### config.mk
export PLATFORM = sky130hd
export DESIGN_NAME = bcd_digit_sequencer
export DESIGN_NICKNAME = d
export VERILOG_FILES = /design/src/rtl/bcd_pkg.sv /design/src/rtl/bcd_digit_check.sv /design/src/rtl/bcd_digit_sequencer.sv
export SDC_FILE = /design/constraint.sdc
export NUM_CORES = 1
export LEC_CHECK = 0
export BUFFER_PORTS_ARGS = -buffer_cell sky130_fd_sc_hd__buf_4
export CAP_MARGIN = 40
export CORE_UTILIZATION = 56
export CTS_BUF_LIST = sky130_fd_sc_hd__clkbuf_8 sky130_fd_sc_hd__clkbuf_16
export CTS_CLUSTER_SIZE = 8
export DETAILED_ROUTE_END_ITERATION = 6
export GPL_TIMING_DRIVEN = 0
export PLACE_DENSITY_LB_ADDON = 0.08
export SLEW_MARGIN = 5
export SYNTH_ARGS = -nofsm -noshare
export SYNTH_HDL_FRONTEND = slang
export SYNTH_HIERARCHICAL = 1
export SYNTH_SLANG_ARGS = --single-unit
### constraint.sdc
create_clock -name clk -period 3.3 [get_ports clk]
set_input_delay 0.495 -clock clk [delete_from_list [all_inputs] [get_ports clk]]
set_output_delay 0.495 -clock clk [all_outputs]
set_load 0.02 [all_outputs]
### src/rtl/bcd_pkg.sv
// Shared definitions for the BCD digit sequencer: FSM encoding, digit width
// and the code written into a result nibble when the source digit is not BCD.
package bcd_pkg;

  localparam int DIGIT_W = 4;
  localparam logic [DIGIT_W-1:0] INVALID_CODE = 4'hF;
  localparam logic [DIGIT_W-1:0] MAX_BCD = 4'd9;

  typedef enum logic [1:0] {
    IDLE = 2'd0,
    CONV = 2'd1,
    DONE = 2'd2
  } bcd_state_e;

endpackage

### src/rtl/bcd_digit_check.sv
// Flags a single nibble that is not a legal BCD digit (value above 9).
module bcd_digit_check
  import bcd_pkg::*;
(
  input  logic [DIGIT_W-1:0] digit,
  output logic               invalid
);

  assign invalid = (digit > MAX_BCD);

endmodule

### src/rtl/bcd_digit_sequencer.sv
// Walks a latched BCD word one digit at a time through an external
// combinational converter and reassembles the converted word.
//
//   state | meaning
//   ------+--------------------------------------------------------------
//   IDLE  | in_ready=1, waiting for in_valid; conv_din=0
//   CONV  | presenting digit[idx] to the converter, capturing one per clock
//   DONE  | out_valid=1, result held until out_ready
module bcd_digit_sequencer
  import bcd_pkg::*;
#(
  parameter int NDIGITS = 4
) (
  input  logic                       clk,
  input  logic                       rst_n,
  input  logic                       in_valid,
  output logic                       in_ready,
  input  logic [DIGIT_W*NDIGITS-1:0] in_data,
  output logic [DIGIT_W-1:0]         conv_din,
  input  logic [DIGIT_W-1:0]         conv_dout,
  output logic                       out_valid,
  input  logic                       out_ready,
  output logic [DIGIT_W*NDIGITS-1:0] out_data,
  output logic [NDIGITS-1:0]         out_err
);

  localparam int W     = DIGIT_W * NDIGITS;
  localparam int IDX_W = (NDIGITS > 1) ? $clog2(NDIGITS) : 1;
  localparam logic [IDX_W-1:0] LAST_IDX = IDX_W'(NDIGITS - 1);

  bcd_state_e           state_q, state_d;
  logic [IDX_W-1:0]     idx_q;
  logic [W-1:0]         data_q;
  logic [W-1:0]         result_q;
  logic [NDIGITS-1:0]   err_q;
  logic [DIGIT_W-1:0]   cur_digit;
  logic                 digit_bad;
  logic                 accept;

  // The latched word is the only digit source, so upstream changes after
  // acceptance cannot reach the converter.
  assign cur_digit = data_q[idx_q*DIGIT_W +: DIGIT_W];
  assign accept    = (state_q == IDLE) && in_valid;

  bcd_digit_check u_digit_check (
    .digit   (cur_digit),
    .invalid (digit_bad)
  );

  // State register.
  always_ff @(posedge clk or negedge rst_n) begin
    if (!rst_n) begin
      state_q <= IDLE;
    end else begin
      state_q <= state_d;
    end
  end

  // Next-state and handshake/converter outputs.
  always_comb begin
    state_d   = state_q;
    in_ready  = 1'b0;
    out_valid = 1'b0;
    conv_din  = '0;
    case (state_q)
      IDLE: begin
        in_ready = 1'b1;
        if (in_valid) state_d = CONV;
      end
      CONV: begin
        conv_din = cur_digit;
        if (idx_q == LAST_IDX) state_d = DONE;
      end
      DONE: begin
        out_valid = 1'b1;
        if (out_ready) state_d = IDLE;
      end
      default: state_d = IDLE;
    endcase
  end

  // Word latch, digit index and per-digit result capture. Non-BCD digits
  // bypass the converter result entirely.
  always_ff @(posedge clk or negedge rst_n) begin
    if (!rst_n) begin
      idx_q    <= '0;
      data_q   <= '0;
      result_q <= '0;
      err_q    <= '0;
    end else if (accept) begin
      idx_q    <= '0;
      data_q   <= in_data;
      result_q <= '0;
      err_q    <= '0;
    end else if (state_q == CONV) begin
      if (digit_bad) begin
        result_q[idx_q*DIGIT_W +: DIGIT_W] <= INVALID_CODE;
        err_q[idx_q]                       <= 1'b1;
      end else begin
        result_q[idx_q*DIGIT_W +: DIGIT_W] <= conv_dout;
      end
      // Index parks on the last digit rather than wrapping.
      if (idx_q != LAST_IDX) idx_q <= idx_q + 1'b1;
    end
  end

  assign out_data = result_q;
  assign out_err  = err_q;

endmodule

==> impl_metrics.py <==
metrics = {
    "status": {
        "status": "complete, no violations",
    },
    "floorplanning": {
        "io-pin-count": 50,
        "start_util": 0.590,
        "core_mm2": 0.00339,
        "rows": 21,
        "dieArea_mm2": 0.00381,
        "die_y_um": 61.8,
        "die_width_um": 61.8,
    },
    "clocking": {
        "clock-root-buffer": "clkbuf_8",
        "cts_buffer_depth": 2,
        "cts.sinks": 40,
        "cts_hold_buf": 0,
        "h-tree-depth": 2,
        "post_cts_resized": 0,
        "cts.clk_slew.worst_paths_ps": 70,
        "cts_tree": "done",
        "clk_latency_ps": 290,
        "postCtsSetupRepairBufs": 0,
        "numCtsBuffers": 5,
    },
    "critical_path": {
        "startpoint_type": "flip-flop",
        "crit_chain": "buf_6, mux4_2, and2_1, buf_4",
        "crit_path_end_kind": "output port",
        "arrival_ps": 1930,
        "crit_slowest_cell": "dfrtp_1",
        "crit_type": "reg2out",
        "slowest_delay_ps": 580,
        "crit_required_ps": 2800,
        "crit_fanout": 10,
    },
    "cells_and_area": {
        "antenna-diode-count": 0,
        "fin_area_mm2": 0.00252,
        "fillCellCount": 245,
        "nets": 252,
        "syn2layout_area_growth_pct": 26.1,
        "drive_gt1_frac": 0.400,
    },
    "min_path": {
        "hp-class": "in2async",
    },
    "flow_run": {
        "cap_violations": 0,
    },
    "grt": {
        "grt_pass1_wl_mm": 6.81,
        "first_global_vias": 1429,
        "track_usage": 0.257,
        "antenna_found_initial": 0,
        "grt_start_max_net_pins": 41,
        "overflow": 0,
    },
    "power": {
        "seqPwrFrac": 0.312,
        "combPwrFrac": 0.562,
        "p_leak_nw": 1.24,
        "swShare": 0.406,
        "pwr-share-clk": 0.125,
        "powerDensity_mw_per_mm2": 1090,
        "irDropWorstVdd_uv": 527,
        "p_int_mw": 1.63,
        "p_switching_mw": 1.12,
    },
    "synth": {
        "synth_flop_cell": "dfrtp_1",
        "synth_area_mm2": 0.00200,
        "synth_edf_count": 0,
        "synth_area_leaders": "dfrtp_1, mux2_4, ha_1",
        "yosysTopAreaCellShare": 0.501,
        "yosysUniqueCellTypes": 31,
        "yosysTopAreaCell": "dfrtp_1",
        "postSynthAreaPerCell_um2": 12.2,
        "yosysSeqAreaShare": 0.501,
        "yosysMostFrequentCell": "dfrtp_1",
        "synth_fp_nets": 196,
        "synth_cells": 164,
        "synth_common_cells": "dfrtp_1, a21oi_1, mux2_4",
        "ys_ff_latch": 40,
        "async_flop_share": 1.00,
        "yosysWarnings": 6,
    },
    "timing": {
        "hold_violations": 0,
        "post-route-period-util": 0.733,
        "final.min_clock_period_ps": 2420,
        "rsz0062_at_grt": "false",
        "tightest_slew_ps": 502,
        "final.setup.tns_ps": 0,
        "maxSlewHeadroom": 0.665,
        "setup_viol": 0,
        "drv_slew": 0,
        "skew_ps": 5.89,
        "fmax_mhz": 413,
    },
    "drt": {
        "drc": 0,
        "vias": 1479,
        "avgRoutedWirePerCell_um": 16.4,
        "wirelength_mm": 4.36,
        "drt_iter0_drc": 112,
        "postRouteAntennaNets": 0,
        "dr.pass1.iters": 4,
        "viasPerCell": 5.56,
    },
    "place": {
        "routabilityCongestion": 0.821,
        "dp.final_hpwl_mm": 3.11,
        "place_area_mm2": 0.00242,
        "numPortBuffers": 49,
    },
}
[worst paths after layout]
path	slack (ps)	depth (start not counted)	to	from
setup / recovery	880	4	conv_din[1]	idx_q[0]
hold / removal	170	1	data_q[13]	rst_n
setup reg to reg	1050	6	out_data[13]	idx_q[0]
hold reg to reg	510	2	out_data[9]	out_data[9]
max in group asynchronous	2780	1	out_data[7]	rst_n
min in group clk	430	2	data_q[2]	in_data[2]
[area by class of cell]
class,instances,area (um2),share of cell area
Sequential cell,40,1000,0.397
Multi-Input combinational cell,111,913,0.362
Timing Repair Buffer,49,368,0.146
Clock buffer,7,96.3,0.0382
Buffer,10,73.8,0.0293
Tap cell,46,57.6,0.0228
Inverter,3,11.3,0.00447
[power groups by stage]
stage                     Sequential (mW)  Clock, mW  Combinational (mW)
after floorplan                     0.930          0               0.984
after global placement              0.852          0                1.49
after detailed placement            0.865          0                1.54
after CTS                           0.859      0.352                1.55
after global routing                0.892      0.376                1.67
final                               0.859      0.344                1.55
[critical path, delay by kind of cell, from the launching register on]
kind / cells / cell delay [ps]
buffers and inverters: 2 / 370
muxes: 1 / 520
and+or+nand+nor: 1 / 170
DFF: 1 / 580
[flip-flops by register name (all words and copies together), names as in the netlist]
| name | count |
|---|---|
| data_q | 16 |
| idx_q | 2 |
| out_data | 16 |
| out_err | 4 |
| state_q | 2 |
[per-layer routing]
layer / share of wire / global-route usage / up-vias
li1: - / - / 699
met1: 0.47 / 0.342 / 733
met2: 0.48 / 0.412 / 42
met3: 0.040 / 0.0704 / 5
met4: 0.013 / 0.0857 / 0
met5: 0 / 0 / -
[cells in the final DEF (no fill, tap or decap)]
cell type,instances
buf_6,4
mux2_2,1
o21a_1,1
mux2i_1,2
nand3_1,7
a31oi_1,4
nand2_1,2
nor2_1,9
xnor2_1,1
buf_4,49
a21oi_1,18
nor3_1,6
a211oi_1,4
nor2b_1,2
nand3b_1,3
clkbuf_1,1
a22o_1,1
or2_2,1
ha_1,8
nor3b_1,2
mux2_4,15
mux4_2,4
and2b_1,1
and2_1,5
nor3b_2,1
dfrtp_1,40
or3b_4,1
nand4bb_1,1
inv_1,3
a22oi_1,2
buf_2,5
o21ai_0,9
clkbuf_8,7
[cells by family (layout without fill, tap and decap cells)]
family	Yosys count	after routing	share of synthesized area
and+or+nand+nor	41	41	0.118
DFF	40	40	0.501
AOI/OAI and AO/OA	39	39	0.111
muxes	22	22	0.173
buffers and inverters	13	69	0.0425
adders and majority gates	8	8	0.0501
xor gates and xnor gates	1	1	0.00438
[stage by stage]
step           utilization  cells  total power [mW]  setup WS [ps]  hold slack [ps]
6_report             0.744    266              2.75            880              169
5_1_grt              0.744    266              2.94            760              192
4_1_cts              0.744    266              2.76            848              182
3_5_place_dp         0.715    259              2.40           1020              493
3_3_place_gp         0.715    259              2.34           1070              486
2_1_floorplan            -    164              1.91           1360              199
Power figures use the tool's default switching activity.
